File: src/rtl/frame_sync_deserializer.sv
// Frame sync hunter and byte deserializer for the recovered CDR bit stream.
// Locks on SYNC_WORD, unpacks FRAME_BYTES payload bytes, flywheels through isolated sync errors.
module frame_sync_deserializer #(
    parameter int                   SYNC_BITS   = 8,
    parameter logic [SYNC_BITS-1:0] SYNC_WORD   = 8'hD5,
    parameter int                   FRAME_BYTES = 16,
    parameter int                   LOSS_THRESH = 3
) (
    input  logic       clk_x8,
    input  logic       rst,
    input  logic       d_in,
    input  logic       d_in_valid,
    output logic [7:0] byte_out,
    output logic       byte_valid,
    output logic       frame_start,
    output logic       sync_err,
    output logic       locked
);

    // One shift register serves both sync matching and byte assembly; it only
    // needs to remember the bits before the current one.
    localparam int SR_W = (SYNC_BITS > 8) ? SYNC_BITS : 8;
    localparam int BC_W = $clog2(FRAME_BYTES + 1);

    localparam logic [4:0]      FILL_FULL   = 5'(SYNC_BITS);
    localparam logic [4:0]      FILL_LAST   = 5'(SYNC_BITS - 1);
    localparam logic [3:0]      SYNC_LAST   = 4'(SYNC_BITS - 1);
    localparam logic [3:0]      THRESH_LAST = 4'(LOSS_THRESH - 1);
    localparam logic [BC_W-1:0] LAST_BYTE   = BC_W'(FRAME_BYTES - 1);

    typedef enum logic [1:0] {
        HUNT,
        DATA,
        SYNC_CHECK
    } state_e;

    state_e          state_q, state_d;
    logic [SR_W-2:0] shreg_q, shreg_d;
    logic [4:0]      fill_q, fill_d;
    logic [3:0]      bit_q, bit_d;
    logic [BC_W-1:0] bytec_q, bytec_d;
    logic [3:0]      miss_q, miss_d;
    logic [7:0]      byte_q, byte_d;
    logic            bv_q, bv_d;
    logic            fs_q, fs_d;
    logic            se_q, se_d;

    logic [SYNC_BITS-1:0] candidate;
    logic [7:0]           assembled;

    assign candidate = {shreg_q[SYNC_BITS-2:0], d_in};
    assign assembled = {shreg_q[6:0], d_in};

    always_ff @(posedge clk_x8) begin
        if (rst) begin
            state_q <= HUNT;
            shreg_q <= '0;
            fill_q  <= '0;
            bit_q   <= '0;
            bytec_q <= '0;
            miss_q  <= '0;
            byte_q  <= '0;
            bv_q    <= 1'b0;
            fs_q    <= 1'b0;
            se_q    <= 1'b0;
        end else begin
            state_q <= state_d;
            shreg_q <= shreg_d;
            fill_q  <= fill_d;
            bit_q   <= bit_d;
            bytec_q <= bytec_d;
            miss_q  <= miss_d;
            byte_q  <= byte_d;
            bv_q    <= bv_d;
            fs_q    <= fs_d;
            se_q    <= se_d;
        end
    end

    always_comb begin
        state_d = state_q;
        shreg_d = shreg_q;
        fill_d  = fill_q;
        bit_d   = bit_q;
        bytec_d = bytec_q;
        miss_d  = miss_q;
        byte_d  = byte_q;
        bv_d    = 1'b0;
        fs_d    = 1'b0;
        se_d    = 1'b0;

        if (d_in_valid) begin
            shreg_d = {shreg_q[SR_W-3:0], d_in};
            case (state_q)
                HUNT: begin
                    if (fill_q != FILL_FULL) fill_d = fill_q + 5'd1;
                    // Fill guard stops bits left over from before HUNT forming a false match.
                    if (candidate == SYNC_WORD && fill_q >= FILL_LAST) begin
                        state_d = DATA;
                        fs_d    = 1'b1;
                        bit_d   = '0;
                        bytec_d = '0;
                    end
                end
                DATA: begin
                    if (bit_q == 4'd7) begin
                        byte_d = assembled;
                        bv_d   = 1'b1;
                        bit_d  = '0;
                        if (bytec_q == LAST_BYTE) begin
                            state_d = SYNC_CHECK;
                            bytec_d = '0;
                        end else begin
                            bytec_d = bytec_q + BC_W'(1);
                        end
                    end else begin
                        bit_d = bit_q + 4'd1;
                    end
                end
                SYNC_CHECK: begin
                    if (bit_q == SYNC_LAST) begin
                        bit_d = '0;
                        if (candidate == SYNC_WORD) begin
                            miss_d  = '0;
                            fs_d    = 1'b1;
                            state_d = DATA;
                        end else if (miss_q == THRESH_LAST) begin
                            se_d    = 1'b1;
                            miss_d  = '0;
                            fill_d  = '0;
                            state_d = HUNT;
                        end else begin
                            miss_d  = miss_q + 4'd1;
                            se_d    = 1'b1;
                            fs_d    = 1'b1;
                            state_d = DATA;
                        end
                    end else begin
                        bit_d = bit_q + 4'd1;
                    end
                end
                default: begin
                    state_d = HUNT;
                    fill_d  = '0;
                end
            endcase
        end
    end

    always_comb begin
        locked = (state_q != HUNT);
    end

    assign byte_out    = byte_q;
    assign byte_valid  = bv_q;
    assign frame_start = fs_q;
    assign sync_err    = se_q;

endmodule

File: config.mk
export PLATFORM = sky130hd
export DESIGN_NAME = frame_sync_deserializer
export DESIGN_NICKNAME = d
export VERILOG_FILES = /design/src/rtl/frame_sync_deserializer.sv
export SDC_FILE = /design/constraint.sdc
export NUM_CORES = 1
export LEC_CHECK = 0
export BUFFER_PORTS_ARGS = -buffer_cell sky130_fd_sc_hd__buf_2
export CAP_MARGIN = 10
export CORE_MARGIN = 3
export CORE_UTILIZATION = 43
export CTS_BUF_LIST = sky130_fd_sc_hd__clkbuf_8
export DETAILED_ROUTE_END_ITERATION = 7
export GPL_TIMING_DRIVEN = 0
export PLACE_DENSITY = 0.57
export SYNTH_ARGS = -nofsm -noshare
export SYNTH_HDL_FRONTEND = slang
export SYNTH_SLANG_ARGS = --single-unit
File: constraint.sdc
create_clock -name clk_x8 -period 2.2 [get_ports clk_x8]
set_clock_uncertainty 0.05 [all_clocks]
set_input_delay 0 -clock clk_x8 [delete_from_list [all_inputs] [get_ports clk_x8]]
set_output_delay 0 -clock clk_x8 [all_outputs]
set_load 0.01 [all_outputs]
==> metrics.md, run 1 <==
| Metric | Value |
|---|---|
| Outcome | complete, no violations |
| Post-DP HPWL | 3.135 mm |
| Pwr Total | 1.269 mW |
| Async SR Flop Fraction | 0% |
| Hold Crit Class | input pin to flop |
| HP Start | rst |
| Relative slew slack | 62.78% |
| Gr ovfl total | 0 |
| Seq pwr share | 55.0% |
| Final min period | 2.018 ns |
| Final Non-Filler Cells | 295 |
| Final instance area | 0.002246 mm^2 |
| Slowest cell delay on critical path | 0.42 ns |
| Pin count of the biggest net entering global routing | 13 |
| Met2 Use GR | 24.02% |
| DRC viols | 0 |
| Main synth FF type | dfxtp_1 |
| CP Buf/Inv Count | 1 |
| Vias per inst | 5.529 |
| Die area | 0.005495 mm^2 |
| Post-Route Setup TNS | 0 ns |
| Starting density of the core | 45.21% |
| Die X | 74.13 um |
| Clk root buf | clkbuf_8 |
| Switching part of the total | 23.68% |
| Ports | 16 |
| Worst path cell trace | ha_1 > and3b_1 > clkbuf_1 > o211ai_1 > a221oi_1 > o32ai_1 |
| Worst Path Arrival | 2.14 ns |
| Setup WS post-layout | 0.1817 ns |
| CTS H-Tree Depth | 2 |
| Pwr Density | 564.9 mW/mm^2 |
| Fin. Hold Viols | 0 |
| Internal cell power | 0.9683 mW |
| Leakage | 0.9606 nW |
| Fmax | 495.5 MHz |
| CTS sink cnt | 38 |
| RSZ-0062 raised after global routing | no |
| # rows | 24 |
| Crit share post-route | 91.74% |
| Vert. Die Dim | 74.13 um |
| Crit path launch | bit_q[0] |
| Total placed cells including tap cells | 285 |
| Number of I/O port buffers | 14 |
| Grt met3 use | 4.189% |
| CTS buffer count | 5 |
| Most Crowded Layer GR | met1 |
| Mapped cell area | 0.001996 mm^2 |
| CTS Buffer Depth | 2 |
| Register area share after synthesis | 38.12% |
| Syn nets | 233 |
| Startpoint Class | flop |
| Core Area | 0.004414 mm^2 |
| Place WS | 0.2622 ns |
| Peak VDD IR | 0.3711 mV |
| EDFF count, synth | 0 |
| Post-Syn Instances | 219 |
| Critical path data required time | 2.32 ns |
| Clk network pwr share | 39.9% |
| Buffer count from post-CTS setup fixing | 0 |
| Final Setup Violations | 0 |
| Worst-Skew Late Latency | 0.29 ns |
| Fin. max-slew vios | 0 |
| Slew at the pin closest to its max-slew limit | 0.5583 ns |
| Comb pwr share | 5.0% |
| Area growth from synthesis to layout | 12.54% |
| Worst Setup End Kind | flop |
| Diode count | 0 |
| Critical path type | flop to flop |
| ANT nets after route | 0 |
| Crit Path Max Fanout | 7 |
| Final net count | 256 |
| Detailed Route WL | 4.444 mm |
| Total GRT Usage | 17.74% |
| Max Cap Viol | 0 |
| Slowest-stage cell, CP | a221oi_1 |
| Clk pin slew, worst setup/hold paths | 0.08 ns |
| Placed inst area | 0.002131 mm^2 |
| CTS tree | built |
| Library cells used by synthesis | 55 |
| Yosys warns | 0 |
| Via count | 1,631 |
| DRT iter0 DRCs | 121 |
| Synth Register Bits | 38 |
| Initial antenna violation count | 0 |
| DR WL/cell | 15.06 um |
| Mean post-synth cell area | 9.113 um^2 |
| Share of post-route cells with drive strength above 1 | 15.23% |
| Worst path top cell family by delay | compound AO/OA/AOI/OAI gates |
| Fillcell total | 423 |
| First-pass GRT wire length | 7.493 mm |
| Router iterations before antenna repair | 4 |
| Critical R2R Launch | bit_q[0] |
| Net load switching power | 0.3005 mW |
| Hold_buf cts | 2 |
| Routability Congestion | 0.9042 |
| GR Util met1 | 27.15% |
| # resized after CTS | 0 |
| Vias in the first global route | 1,511 |
## path summary, 6_finish.rpt
kind                 to  slack (ns)  depth (start not counted)
max           fill_q[4]        0.18                          6
min           miss_q[0]        0.11                          4
max reg2reg   fill_q[4]        0.18                          6
min reg2reg  bytec_q[4]        0.41                          2
## tightest hold or removal path, stage by stage
cell and delay (ns):
buf_2 0.09, inv_1 0.05, o21ai_0 0.20, nor2_1 0.08
## cells in the final DEF, fill, tap and decap left out, drive strengths merged, types with 2 or more instances in the layout
cell type	count
o211a	2
a21oi	10
and3	5
nor2	22
inv	14
dlygate4sd3	2
mux2i	21
nand4	2
o211ai	2
buf	20
nand4b	3
xor2	2
o2111ai	2
or2	2
clkbuf	12
nand2	12
o32ai	5
nor4b	3
nor2b	2
dfxtp	38
nand2b	3
o21ai	9
ha	10
nand3	11
a211oi	3
## per-layer routing
layer	share of wire, %	vias to the layer above
met3	3.9	7
met4	1.4	0
met5	0	-
li1	-	846
met1	54	752
met2	41	26
## state kept, by name, indices dropped and copies added, names as in the netlist
name and count:
frame_start 1, fill_q 5, byte_out 8, bytec_q 5
bit_q 4, state_q 2, sync_err 1, byte_valid 1
miss_q 4, shreg_q 7
## per-stage QoR
step	hold slack, ns	utilization [%]
global route	0.1901	50.88
detailed placement	0.2560	48.27
floorplan	0.09394	-
finish	0.1101	50.88
global placement	0.2467	48.27
CTS	0.1210	50.88
## area by class of cell
type | count | area, um^2 | area share, %
plain buffers | 12 | 50.05 | 2.228
well taps | 52 | 65.06 | 2.897
clock inverters | 2 | 12.51 | 0.5571
repair buffers | 16 | 90.09 | 4.011
multi-input cells | 155 | 1132 | 50.42
inverters | 14 | 52.55 | 2.340
flip-flops and latches | 38 | 760.7 | 33.87
clock buffers | 6 | 82.58 | 3.677
## power by group through the flow
stage	Combinational (mW)	Clock (mW)	Sequential [mW]
6_report	0.0638	0.507	0.698
3_5_place_dp	0.0611	0	0.715
5_1_grt	0.0724	0.551	0.700
2_1_floorplan	0.0439	0	0.713
3_3_place_gp	0.0610	0	0.715
4_1_cts	0.0641	0.520	0.698
## cell families after synthesis
logic type,Yosys count,share of synthesized area (%)
and+or+nand+nor,74,20.50
AOI/OAI and AO/OA,47,18.12
DFF,38,38.12
buffers and inverters,26,5.141
muxes,21,10.53
adders and majority gates,10,6.270
xor gates and xnor gates,3,1.317
## cell usage after synthesis, types with 2 or more instances
cell type  number  area (um^2)
inv_1          14        52.55
nand2b_1        3        18.77
nor2b_1         2        12.51
and3_1          4        25.02
a211oi_1        2        15.01
or2_2           2        12.51
mux2i_1        21        210.2
dfxtp_1        38        760.7
o32ai_1         5        43.79
nor4b_1         3        26.28
nand4_1         2        12.51
nand4b_1        3        26.28
buf_2           4        20.02
o211a_1         2        20.02
clkbuf_1        6        22.52
o21ai_0         8        40.04
xor2_1          2        17.52
ha_1           10        125.1
nand3_1        11        55.05
nor2_1         22        82.58
nand2_1        12        45.04
a21oi_1         9        45.04
buf_1           2        7.510
Note: power is estimated with default switching activity, not from simulation.
==> run 2, diff against run 1 <==
Settings changed: CORE_UTILIZATION 43 to 45, PLACE_DENSITY 0.57 to unset.
==> metrics.md, run 2 (synthesized netlist as in run 1, its figures left out) <==
| Metric | Value |
|---|---|
| Buffer count from post-CTS setup fixing | 0 |
| Core Area | 0.004144 mm^2 |
| Ports | 16 |
| DRT iter0 DRCs | 141 |
| # rows | 23 |
| Hold Crit Class | input pin to flop |
| First-pass GRT wire length | 7.514 mm |
| Area occupied by multi-input gates | 0.001132 mm^2 |
| Worst-Skew Late Latency | 0.30 ns |
| CTS buffer count | 5 |
| Post-DP HPWL | 3.146 mm |
| CTS Buffer Depth | 2 |
| Starting density of the core | 48.16% |
| Slew at the pin closest to its max-slew limit | 0.5496 ns |
| Pin count of the biggest net entering global routing | 13 |
| Max Cap Viol | 0 |
| Diode count | 0 |
| Die X | 72.60 um |
| CTS tree | built |
| Worst r2r dst | fill_q[4] |
| Final net count | 256 |
| Leakage | 0.9606 nW |
| Fillcell total | 401 |
| Final min period | 1.958 ns |
| Final Setup Violations | 0 |
| Share of post-route cells with drive strength above 1 | 15.23% |
| CTS sink cnt | 38 |
| Pwr Density | 564.5 mW/mm^2 |
| Flip-flop count of the largest register after layout | 8 |
| DRC viols | 0 |
| Post-Route Setup TNS | 0 ns |
| Fin. Hold Viols | 0 |
| Pwr Total | 1.266 mW |
| # resized after CTS | 0 |
| DR WL/cell | 15.26 um |
| Via count | 1,679 |
| Hold path depth | 4 |
| Initial antenna violation count | 0 |
| Vias per inst | 5.730 |
| Fin. max-slew vios | 0 |
| Critical R2R Launch | bit_q[0] |
| Peak VDD IR | 0.2932 mV |
| Crit path launch | bit_q[0] |
| Startpoint Class | flop |
| Slowest-stage cell, CP | a221oi_1 |
| ANT nets after route | 0 |
| Crit Path Max Fanout | 7 |
| Vias in the first global route | 1,543 |
| Crit share post-route | 89.02% |
| Crit path capture | fill_q[4] |
| Worst Path Arrival | 2.08 ns |
| Area growth from synthesis to layout | 12.41% |
| CTS H-Tree Depth | 2 |
| Relative slew slack | 63.36% |
| RSZ-0062 raised after global routing | no |
| Worst path cell trace | ha_1 > and3b_1 > clkbuf_1 > o211ai_1 > a221oi_1 > o32ai_1 |
| Slowest cell delay on critical path | 0.37 ns |
| Critical path data required time | 2.32 ns |
| Most frequent cells in the layout | 38 x dfxtp_1, 22 x nor2_1, 21 x mux2i_1 |
| Die area | 0.005270 mm^2 |
| Outcome | complete, no violations |
| Worst Setup End Kind | flop |
| Router iterations before antenna repair | 6 |
| Critical path type | flop to flop |
| FF/Latch Area | 760.7 um^2 |
| Most common cell after layout, fill and taps aside | dfxtp_1 |
| Detailed Route WL | 4.471 mm |
| Clk root buf | clkbuf_8 |
| Clk pin slew, worst setup/hold paths | 0.08 ns |
| Number of I/O port buffers | 14 |
| Fmax | 510.6 MHz |
| Gr ovfl total | 0 |
| Routability Congestion | 0.8629 |
| Vert. Die Dim | 72.60 um |
| Total GRT Usage | 18.01% |
| Flop-to-flop setup slack | 0.24 ns |
| Worst Reg2Reg Path Length in Cells | 6 |
run 2: worst min path at each step:
| stage | start | endpoint | slack (ns) |
|---|---|---|---|
| after global routing | rst | miss_q[1] | 0.16 |
| after CTS | rst | miss_q[0] | 0.09 |
| final | rst | miss_q[0] | 0.09 |
| after detailed placement | d_in | shreg_q[0] | 0.25 |
| after floorplan | d_in | byte_out[0] | 0.09 |
| after global placement | d_in | byte_out[0] | 0.24 |
run 2: layout make-up:
| class | count | share of cell area (%) |
|---|---|---|
| multi-input combinational | 155 | 50.47 |
| sequential | 38 | 33.91 |
| timing repair buffer | 16 | 4.016 |
| clock buffer | 6 | 3.681 |
| tap | 50 | 2.789 |
| inverter | 14 | 2.342 |
| buffer | 12 | 2.231 |
| clock inverter | 2 | 0.5577 |
run 2: per-layer routing:
| layer | wire length, um | GRT usage [%] | vias to the layer above |
|---|---|---|---|
| li1 | - | - | 838 |
| met1 | 2423 | 27.15 | 791 |
| met2 | 1801 | 24.85 | 46 |
| met3 | 207 | 4.683 | 4 |
| met4 | 38 | 5.533 | 0 |
| met5 | 0 | 0 | - |
run 2: critical path, delay by kind of cell, from the launching register on:
kind | cells | cell delay (ns)
flip-flops | 1 | 0.36
buffers and inverters | 1 | 0.27
AO/OA/AOI/OAI | 3 | 0.74
AND/OR/NAND/NOR | 1 | 0.18
adder cells (fa/ha/maj) | 1 | 0.24
run 2: power breakdown:
| group | total, mW | switching (mW) | leakage (nW) | internal, mW |
|---|---|---|---|---|
| Combinational | 0.0635 | 0.0400 | 0.607 | 0.0236 |
| Clock | 0.504 | 0.253 | 0.0472 | 0.252 |
| Sequential | 0.698 | 0.00540 | 0.307 | 0.693 |
| Total | 1.27 | 0.298 | 0.961 | 0.968 |
run 2: timing repair:
item,4_1_cts,5_1_grt
setup endpoints to repair,0,0
hold endpoints to repair,3,0
hold buffers,2,0
run 2: stage by stage:
step	std cells	hold WS (ns)	utilization, %	instance area, um^2	setup slack [ns]
finish	293	0.09467	54.14	2243	0.2415
global route	293	0.1568	54.14	2243	0.06691
CTS	293	0.09333	54.14	2243	0.2710
detailed placement	283	0.2525	51.36	2128	0.2778
global placement	283	0.2419	51.36	2128	0.3026
floorplan	219	0.09394	-	1996	0.4534
==> run 3, diff against run 2 <==
Settings changed: REMOVE_ABC_BUFFERS set to 1.
==> metrics.md, run 3 (synthesized netlist as in run 1, its figures left out) <==
| Metric | Value |
|---|---|
| Hold path depth | 2 |
| RSZ-0062 raised after global routing | no |
| CTS sink cnt | 38 |
| Flop-to-flop setup slack | 0.16 ns |
| Leakage | 0.9383 nW |
| Most frequent cells in the layout | 38 x dfxtp_1, 22 x nor2_1, 21 x mux2i_1 |
| Critical path data required time | 2.32 ns |
| Slowest cell delay on critical path | 0.51 ns |
| Worst Path Arrival | 2.15 ns |
| Vias per inst | 5.918 |
| First-pass GRT wire length | 7.721 mm |
| Worst Setup End Kind | flop |
| Vias in the first global route | 1,679 |
| # rows | 23 |
| Clk root buf | clkbuf_8 |
| Worst Reg2Reg Path Length in Cells | 5 |
| CTS tree | built |
| Pin count of the biggest net entering global routing | 30 |
| Detailed Route WL | 4.509 mm |
| Total GRT Usage | 18.47% |
| Fmax | 490.7 MHz |
| Max Cap Viol | 0 |
| Worst hold slack | 0.1168 ns |
| Fin. max-slew vios | 0 |
| CTS Buffer Depth | 2 |
| Final core utilization | 53.26% |
| Diode count | 0 |
| Gr ovfl total | 0 |
| Relative slew slack | 56.81% |
| Vert. Die Dim | 72.60 um |
| Outcome | complete, no violations |
| Slew at the pin closest to its max-slew limit | 0.6472 ns |
| Crit share post-route | 92.62% |
| Core Area | 0.004144 mm^2 |
| Crit Path Max Fanout | 9 |
| Slowest-stage cell, CP | nand3_1 |
| Clk pin slew, worst setup/hold paths | 0.08 ns |
| Ports | 16 |
| Share of post-route cells with drive strength above 1 | 14.72% |
| Via count | 1,663 |
| Critical path type | flop to flop |
| Post-DP HPWL | 3.157 mm |
| DR WL/cell | 16.05 um |
| Die X | 72.60 um |
| Most common cell after layout, fill and taps aside | dfxtp_1 |
| Final net count | 244 |
| Peak VDD IR | 0.3593 mV |
| Final min period | 2.038 ns |
| Flip-flop count of the largest register after layout | 8 |
| DRT iter0 DRCs | 87 |
| CTS buffer count | 5 |
| Area growth from synthesis to layout | 10.60% |
| Initial antenna violation count | 0 |
| CTS H-Tree Depth | 2 |
| ANT nets after route | 0 |
| Pwr Density | 617.4 mW/mm^2 |
| Starting density of the core | 48.16% |
| Final Setup Violations | 0 |
| Worst path cell trace | ha_1 > and3b_1 > nand3_1 > mux2i_1 > nor2_1 |
| Final Non-Filler Cells | 281 |
| Total placed cells including tap cells | 272 |
| Place WS | 0.1625 ns |
| Number of I/O port buffers | 15 |
| Router iterations before antenna repair | 4 |
| Fin. Hold Viols | 0 |
| Die area | 0.005270 mm^2 |
| DRC viols | 0 |
| Routability Congestion | 0.8993 |
| Setup WS post-layout | 0.1623 ns |
| Worst-Skew Late Latency | 0.29 ns |
| Startpoint Class | flop |
| Hold Crit Class | input pin to flop |
| Post-Route Setup TNS | 0 ns |
==> run 3: cell type report <==
class / count / area [um^2]
Fill cell: 399 / 1937
Multi-Input combinational cell: 155 / 1132
Sequential cell: 38 / 760.7
Timing Repair Buffer: 16 / 85.08
Clock buffer: 5 / 68.82
Tap cell: 50 / 62.56
Inverter: 14 / 52.55
Clock inverter: 3 / 45.04
==> run 3: path summary, 6_finish.rpt <==
path / endpoint / start
max: byte_out[6] / bit_q[0]
max reg2reg: byte_out[6] / bit_q[0]
min: shreg_q[3] / rst
min reg2reg: bytec_q[4] / bytec_q[4]
==> run 3: power by group <==
part	total, mW	switching [mW]	internal [mW]	leakage, nW
Clock	0.607	0.270	0.337	0.0504
Combinational	0.0569	0.0369	0.0200	0.581
Sequential	0.698	0.00562	0.693	0.307
Total	1.36	0.312	1.05	0.938
==> run 3: through the flow <==
stage               total power [mW]  instance area, um^2
floorplan                     0.7444                 1946
global placement              0.7674                 2083
detailed placement            0.7704                 2083
CTS                            1.374                 2207
global route                   1.408                 2207
finish                         1.363                 2207
==> run 3: layer usage <==
layer | wire length, um | vias up | track usage [%]
met5 | 0 | - | 0
met4 | 40 | 0 | 7.582
met3 | 207 | 6 | 3.306
met1 | 2158 | 801 | 25.19
met2 | 2103 | 36 | 28.76
li1 | - | 820 | -
==> run 3: worst max-delay path, delay by kind of cell (launching register included) <==
| family | cells | cell delay (ns) |
|---|---|---|
| and+or+nand+nor | 3 | 0.91 |
| DFF | 1 | 0.37 |
| muxes | 1 | 0.32 |
| adders and majority gates | 1 | 0.26 |
==> run 3: repair_timing <==
action / 4_1_cts / 5_1_grt
setup buffers: 0 / 0
hold endpoints to repair: 2 / 0
hold buffers: 1 / 0
resized for setup: 0 / 0
